<file path="src/rtl/c4_pkg.sv">
// Shared types and helpers for the grid drop engine: FSM states, default
// board geometry and the row-major cell index used by both board maps.
package c4_pkg;

  typedef enum logic [1:0] {
    IDLE,
    CHECK,
    FALL,
    PLACE
  } state_t;

  localparam int DEF_ROWS = 6;
  localparam int DEF_COLS = 7;

  // Row 0 is the bottom row; cells are laid out row by row.
  function automatic int cell_index(input int row, input int col, input int cols);
    return row * cols + col;
  endfunction

endpackage

</file>
<file path="src/rtl/onehot_col_decoder.sv">
// Turns a one-hot column select into a column index and flags whether the
// select really has exactly one bit set.
module onehot_col_decoder #(
  parameter int  COLS = 7,
  localparam int CW   = $clog2(COLS)
) (
  input  logic [COLS-1:0] col_vec,
  output logic [CW-1:0]   col_index,
  output logic            col_valid
);

  localparam logic [COLS-1:0] ONE = COLS'(1);

  // Scan from the top so the lowest set bit is the last one written.
  always_comb begin
    col_index = '0;
    for (int i = COLS - 1; i >= 0; i--) begin
      if (col_vec[i]) begin
        col_index = CW'(i);
      end
    end
  end

  assign col_valid = (col_vec != '0) && ((col_vec & (col_vec - ONE)) == '0);

endmodule

</file>
<file path="src/rtl/grid_drop_engine.sv">
// Gravity-drop board engine: accepts a column request, animates the piece
// falling one row per cycle and commits it on top of the column stack.
module grid_drop_engine
  import c4_pkg::*;
#(
  parameter int  ROWS = DEF_ROWS,
  parameter int  COLS = DEF_COLS,
  localparam int CW   = $clog2(COLS),
  localparam int RW   = $clog2(ROWS + 1)
) (
  input  logic                 clk,
  input  logic                 reset,
  input  logic                 new_game,
  input  logic                 play_en,
  input  logic                 drop_req,
  input  logic [COLS-1:0]      in_column,
  output logic [CW-1:0]        column_decode,
  output logic [ROWS*COLS-1:0] out_gameboard,
  output logic [ROWS*COLS-1:0] out_players_cells,
  output logic                 player_turn,
  output logic                 busy,
  output logic                 fall_active,
  output logic [RW-1:0]        fall_row,
  output logic                 invalid_column,
  output logic                 drop_done,
  output logic                 board_full
);

  localparam int            N       = ROWS * COLS;
  localparam logic [RW-1:0] ROWS_V  = RW'(ROWS);
  localparam logic [RW-1:0] TOP_ROW = RW'(ROWS - 1);
  localparam logic [RW-1:0] ONE_H   = RW'(1);

  state_t          state;
  state_t          state_next;
  logic [COLS-1:0] col_vec;
  logic [CW-1:0]   col_idx;
  logic            col_ok;
  logic            in_valid;
  logic [RW-1:0]   heights [COLS];
  logic [RW-1:0]   col_height;
  logic [COLS-1:0] col_full_after;
  logic [N-1:0]    place_mask;
  logic            accept;
  logic            clear_game;
  logic            reject;

  onehot_col_decoder #(.COLS(COLS)) u_decode (
    .col_vec   (in_column),
    .col_index (column_decode),
    .col_valid (in_valid)
  );

  // new_game takes priority over a same-cycle drop request.
  assign clear_game = (state == IDLE) && new_game;
  assign accept     = (state == IDLE) && drop_req && play_en && !new_game;
  assign col_height = heights[col_idx];
  assign reject     = !col_ok || (col_height == ROWS_V);
  assign place_mask = N'(col_vec) << cell_index(int'(col_height), 0, COLS);
  assign busy        = (state != IDLE);
  assign fall_active = (state == FALL);

  // Fullness as it will look once the pending piece is committed.
  for (genvar gi = 0; gi < COLS; gi++) begin : g_full
    assign col_full_after[gi] = (heights[gi] == ROWS_V) ||
                                (col_vec[gi] && (col_height == TOP_ROW));
  end

  always_ff @(posedge clk or posedge reset) begin
    if (reset) begin
      state <= IDLE;
    end else begin
      state <= state_next;
    end
  end

  always_comb begin
    state_next = state;
    case (state)
      IDLE:    if (accept) state_next = CHECK;
      CHECK:   state_next = reject ? IDLE : FALL;
      FALL:    if (fall_row <= col_height) state_next = PLACE;
      PLACE:   state_next = IDLE;
      default: state_next = IDLE;
    endcase
  end

  always_ff @(posedge clk or posedge reset) begin
    if (reset) begin
      col_vec           <= '0;
      col_idx           <= '0;
      col_ok            <= 1'b0;
      fall_row          <= '0;
      out_gameboard     <= '0;
      out_players_cells <= '0;
      player_turn       <= 1'b0;
      invalid_column    <= 1'b0;
      drop_done         <= 1'b0;
      board_full        <= 1'b0;
      for (int c = 0; c < COLS; c++) begin
        heights[c] <= '0;
      end
    end else begin
      invalid_column <= 1'b0;
      drop_done      <= 1'b0;
      case (state)
        IDLE: begin
          if (clear_game) begin
            out_gameboard     <= '0;
            out_players_cells <= '0;
            player_turn       <= 1'b0;
            board_full        <= 1'b0;
            for (int c = 0; c < COLS; c++) begin
              heights[c] <= '0;
            end
          end else if (accept) begin
            col_vec <= in_column;
            col_idx <= column_decode;
            col_ok  <= in_valid;
          end
        end
        CHECK: begin
          if (reject) begin
            invalid_column <= 1'b1;
          end else begin
            fall_row <= TOP_ROW;
          end
        end
        FALL: begin
          if (fall_row > col_height) begin
            fall_row <= fall_row - ONE_H;
          end
        end
        PLACE: begin
          out_gameboard <= out_gameboard | place_mask;
          if (player_turn) begin
            out_players_cells <= out_players_cells | place_mask;
          end
          if (col_height != ROWS_V) begin
            heights[col_idx] <= col_height + ONE_H;
          end
          player_turn <= ~player_turn;
          drop_done   <= 1'b1;
          board_full  <= &col_full_after;
        end
        default: ;
      endcase
    end
  end

endmodule
</file>
<file path="config.mk">
export PLATFORM = sky130hd
export DESIGN_NAME = grid_drop_engine
export DESIGN_NICKNAME = d
export VERILOG_FILES = /design/src/rtl/c4_pkg.sv /design/src/rtl/onehot_col_decoder.sv /design/src/rtl/grid_drop_engine.sv
export SDC_FILE = /design/constraint.sdc
export NUM_CORES = 1
export LEC_CHECK = 0
export ABC_AREA = 1
export CAP_MARGIN = 10
export CORE_ASPECT_RATIO = 1.5
export CORE_UTILIZATION = 48
export DETAILED_ROUTE_END_ITERATION = 8
export GPL_TIMING_DRIVEN = 0
export HOLD_SLACK_MARGIN = 0.06
export PLACE_DENSITY = 0.77
export SYNTH_ARGS = -nofsm -noshare
export SYNTH_HDL_FRONTEND = slang
export SYNTH_SLANG_ARGS = --single-unit
export TNS_END_PERCENT = 20
</file>
<file path="constraint.sdc">
create_clock -name clk -period 4.36 [get_ports clk]
set_clock_uncertainty 0.05 [all_clocks]
set_input_delay 0.872 -clock clk [delete_from_list [all_inputs] [get_ports clk]]
set_output_delay 0.872 -clock clk [all_outputs]
set_load 0.05 [all_outputs]
</file>
Word-level counts from Yosys, hierarchy flattened
Cells that the tools add are included.
{"block": "word_totals", "reg_bits": 125, "latch_bits": 0, "mem_bits_rw": 0, "romBits": 0, "output_inout_bits": 96, "word_cells": 122, "mem_count": 0}
{"block": "op_classes", "addsub": 3, "multipliers": 1, "n_div": 0, "n_lt_le_gt_ge": 4, "eq_ne": 20, "shifts": 1, "muxes": 33, "n_bitwise": 6, "reduce_logical": 36}
{"operator": "$pmux 42 s2", "count": 2}
{"operator": "$mux 42", "count": 2}
{"operator": "$or 42x42->42", "count": 2}
{"operator": "$mux 21", "count": 2}
{"operator": "$pmux 21 s2", "count": 1}
{"operator": "$shl 7x6->42", "count": 1}
{"operator": "$mux 3", "count": 12}
{"operator": "$eq 3x3->1 const B", "count": 9}
{"operator": "$bwmux 21", "count": 1}
{"operator": "$logic_and 1x1->1", "count": 13}
{"operator": "$reduce_and 3->1", "count": 4}
{"operator": "$ne 2x2->1 const B", "count": 5}
{"operator": "$bmux 3 s3", "count": 1}
{"operator": "$demux 3 s3", "count": 1}
{"operator": "$logic_or 1x1->1", "count": 8}
{"operator": "$pmux 2 s4", "count": 1}
{"operator": "$and 7x7->7", "count": 1}
{"operator": "$logic_not 7->1", "count": 1}
{"operator": "$reduce_and 7->1", "count": 1}
{"operator": "$reduce_bool 7->1", "count": 1}
{"operator": "$sub 7x1->7 const B", "count": 1}
{"operator": "$mul 3x3->6 const B", "count": 1}
{"operator": "$mux 2", "count": 3}
{"operator": "$pmux 3 s2", "count": 1}
{"operator": "other kinds (18)", "count": 29}

Depth between registers and ports, before layout
{"block": "depth", "word_depth": 9, "mapped_depth": 18, "mapped_depth_nobuf": 16}

Hierarchy
Synthesis repeated with hierarchy kept, for this count alone.
{"block": "unflattened", "hier_cells": 735, "area_unflattened_um2": 6287.3}
{"module": "grid_drop_engine", "instances": 1, "cells_per_inst": 709, "area_each_um2": 6154.7, "seq_area_each_um2": 3128.0}
{"module": "onehot_col_decoder", "instances": 1, "cells_per_inst": 26, "area_each_um2": 132.6, "seq_area_each_um2": 0.0}

Worst setup path after synthesis
Ideal clock, no wire load.
{"block": "synth_timing", "path_type": "input port to output port", "from": "input port in_column[3]", "to": "output port column_decode[2]", "arrival_ps": 1904, "path_slack_ps": 1534, "path_stages": 5, "path_buffers": 0, "path_cell_list": "nor2_1 inv_1 nor2_1 inv_1 nor2_1"}
{"block": "synth_via", "elab_chain_cells": 4}
{"element": "from (decl)", "line_no": "grid_drop_engine.sv:16", "source": "input logic [COLS-1:0] in_column,"}
{"element": "$mux 3 (4 in series)", "line_no": "onehot_col_decoder.sv:18", "source": "if (col_vec[i]) begin"}
{"element": "to (decl)", "line_no": "grid_drop_engine.sv:17", "source": "output logic [CW-1:0] column_decode,"}
No other way between the ends.

Worst setup path in the final report
{"block": "layout_timing", "from": "input port in_column[5]", "to": "output port column_decode[0]"}
{"block": "layout_via", "elab_chain_cells": 6}
{"element": "$mux 3 (6 in series)", "line_no": "onehot_col_decoder.sv:18"}
No other way between the ends.

==> summary.txt <==
Synthesis
  – Most common cell in the synthesized netlist: nand2_1
  – Commonest cells in the netlist: 144 x nand2_1, 126 x inv_1, 125 x dfrtp_1
  – Xor/xnor cell area share of the yosys netlist: 0.288%
  – Synth area leader: dfrtp_1
  – Synth Flop Type: dfrtp_1
  – Synth area leaders: dfrtp_1 51%, nand2_1 8.9%, nand3_1 7.9%
  – Post-synth ARST share: 100%
  – Main combinational cell family by area after synthesis: simple AND/OR/NAND/NOR gates
  – Mapped cell area: 6080 µm²
  – Post-Syn Instances: 745
  – Post-synth top area share: 51.4%
  – Mux cell area share after synthesis: 0%
  – Synth Area in Compound Gates: 12.2%
  – Syn nets: 769
  – Yosys synthesis warning count: 0
  – Avg Cell Area, Syn: 8.17 µm²
  – Synth Area in Adders: 2.47%
  – Number of synthesized register bits: 125
  – Post-Synth Simple-Gate Area: 23.3%
  – Unique cell type count in the Yosys netlist: 28
  – Register area share after synthesis: 51.4%
  – EDFF count, synth: 0

Setup path
  – Largest fanout on the critical path: 3
  – Worst setup path class: in2out
  – Critical path endpoint category: output port
  – CP Data Required Time: 3440 ps
  – Crit path DAT: 2830 ps
  – Critical Path Start Type: input pin

Clock network
  – Clk sinks: 125
  – H-tree Lvls: 4
  – CTS resizes: 0
  – CTS Root Cell: clkbuf_16
  – Clk slew on worst S/H paths: 50 ps
  – Bufs on Longest Clock Path: 2
  – TritonCTS clock tree: done
  – Hold-fix buffers at CTS: 0
  – Post-CTS setup buffers: 0
  – CTS Buf Count: 17
  – Latest clock arrival within the worst-skew pair: 420 ps

Layout
  – Storage cell area: 3130 µm²
  – Final nets: 896
  – Layout cells sized above 1: 9.49%
  – Post-Layout Inst Area: 8040 µm²
  – Filler instances: 1080
  – Area of the multi-input gates: 2330 µm²
  – # diodes: 0
  – Layout area overhead: 32.1%

Timing
  – Final Hold Vio Count: 0
  – Final worst path period need: 3750 ps
  – Final setup viols: 0
  – Worst slew pin tran: 809 ps
  – Worst hold margin: 433 ps
  – Max-slew violation count: 0
  – Fin crit share: 86.0%
  – Rel. slew slack: 45.7%
  – RSZ-0062 raised after global routing: no
  – Highest Clock Rate: 267 MHz
  – Final WS setup: 610 ps

Die
  – Chip Height: 140 µm
  – Core Region: 12400 µm²
  – Site row count: 50
  – Die area: 13100 µm²
  – I/O pin count: 108
  – Die W: 93.9 µm
  – Initial Util: 48.9%

Global route
  – Total gr overflow: 0
  – Vias in the first global route: 5418
  – Largest net degree at the start of global routing: 65
  – Initial antenna violation count: 0
  – Global-route usage over all layers: 26.2%
  – First-pass GRT wire length: 26.4 mm

Power
  – Pwr dens: 579 nW/µm²
  – Leakage: 3.45 nW
  – Total power: 4.66 mW
  – Worst vdd ir: 0.320 mV

Placement
  – # port buffers: 107
  – DP Area: 7380 µm²
  – Pre-CTS setup slack: 659 ps
  – GPL Wtd Cong: 0.906
  – HPWL Detailed: 11.6 mm

Outcome
  – Status: finished, final reports clean

Run
  – Max cap viols: 0

Route
  – Total Wirelength: 16.0 mm
  – Drt first pass iters: 5
  – Drt drc: 0
  – Wire length on met3: 773 µm
  – M1 WL: 6.15 mm
  – Final ANT Viol Nets: 0
  – Top routing layer used: met4
  – Vias: 5472
  – DR vias/cell: 5.26
  – Met2 Wirelength: 8.53 mm
  – Avg WL per Cell: 15.4 µm
  – Initial DRC Count: 335

Min path
  – Min-delay worst type: reg2reg
path summary, 6_finish.rpt:
path	start	end	slack [ps]	depth (start not counted)
max in group asynchronous	reset	out_players_cells[2]$_DFFE_PP0P_	2720	3
min in group asynchronous	reset	out_gameboard[24]$_DFFE_PP0P_	850	2
worst max-delay path	in_column[5]	column_decode[0]	610	6
worst min-delay path	heights[4]$_DFFE_PP0P_	heights[4]$_DFFE_PP0P_	430	2
worst max register to register	col_idx[0]$_DFFE_PP0P_	fall_row[2]$_DFFE_PP0P_	1430	18
worst min register to register	heights[4]$_DFFE_PP0P_	heights[4]$_DFFE_PP0P_	430	2
power breakdown:
group          internal [mW]  switching [mW]  total (mW)
combinational          0.441            1.23        1.68
sequential              1.30           0.126        1.43
clock                   1.03           0.528        1.56
critical path, stage by stage:
cell and delay, ps:
clkdlybuf4s50_1 540, inv_1 70, o21ai_0 140, nand2_1 70, a21oi_1 270, clkdlybuf4s50_1 860
registers in the layout, summed over array words and instances, names as in the netlist, named ones only:
register / cells
col_idx: 3
board_full: 1
drop_done: 1
heights: 21
col_vec: 7
state: 1
player_turn: 1
out_gameboard: 42
invalid_column: 1
out_players_cells: 42
col_ok: 1
fall_row: 3
area by class of cell:
class / instances / share of cell area, %
clock buffer: 18 / 5.46
sequential: 125 / 38.9
inverter: 129 / 6.09
timing repair buffer: 108 / 13.7
buffer: 30 / 1.81
clock inverter: 14 / 2.69
tap: 156 / 2.43
multi-input combinational: 461 / 28.9
per-stage QoR:
step	instances	TNS, ps	utilization [%]
6_report	1041	0	64.6
5_1_grt	1041	0	64.6
4_1_cts	1041	0	64.6
3_5_place_dp	1009	0	59.3
3_3_place_gp	1008	-196420	59.0
2_1_floorplan	745	0	-
kinds of logic (layout without fill, tap and decap cells):
| logic type | after synthesis | in the layout |
|---|---|---|
| AOI/OAI and AO/OA | 141 | 141 |
| adders and majority gates | 12 | 12 |
| xor gates and xnor gates | 2 | 2 |
| and+or+nand+nor | 306 | 306 |
| DFF | 125 | 125 |
| buffers and inverters | 159 | 299 |
layer usage:
layer,GRT usage [%],vias up
li1,-,2629
met1,29.8,2594
met2,45.6,206
met3,5.32,43
met4,13.6,0
met5,0,-
placed cells by master, fill, tap and decap left out, drive strengths merged:
master	n
nand2	148
inv	130
dfrtp	125
clkdlybuf4s50	107
nand3	97
a21oi	90
nor2	55
o21ai	48
clkbuf	36
buf	13
ha	12
bufinv	5
nand4	4
clkinvlp	4
clkinv	4
o211ai	1
or2	1
xnor2	1
a221oi	1
nand3b	1
xor2	1
a21boi	1
Note: power is estimated with default switching activity, not from simulation.
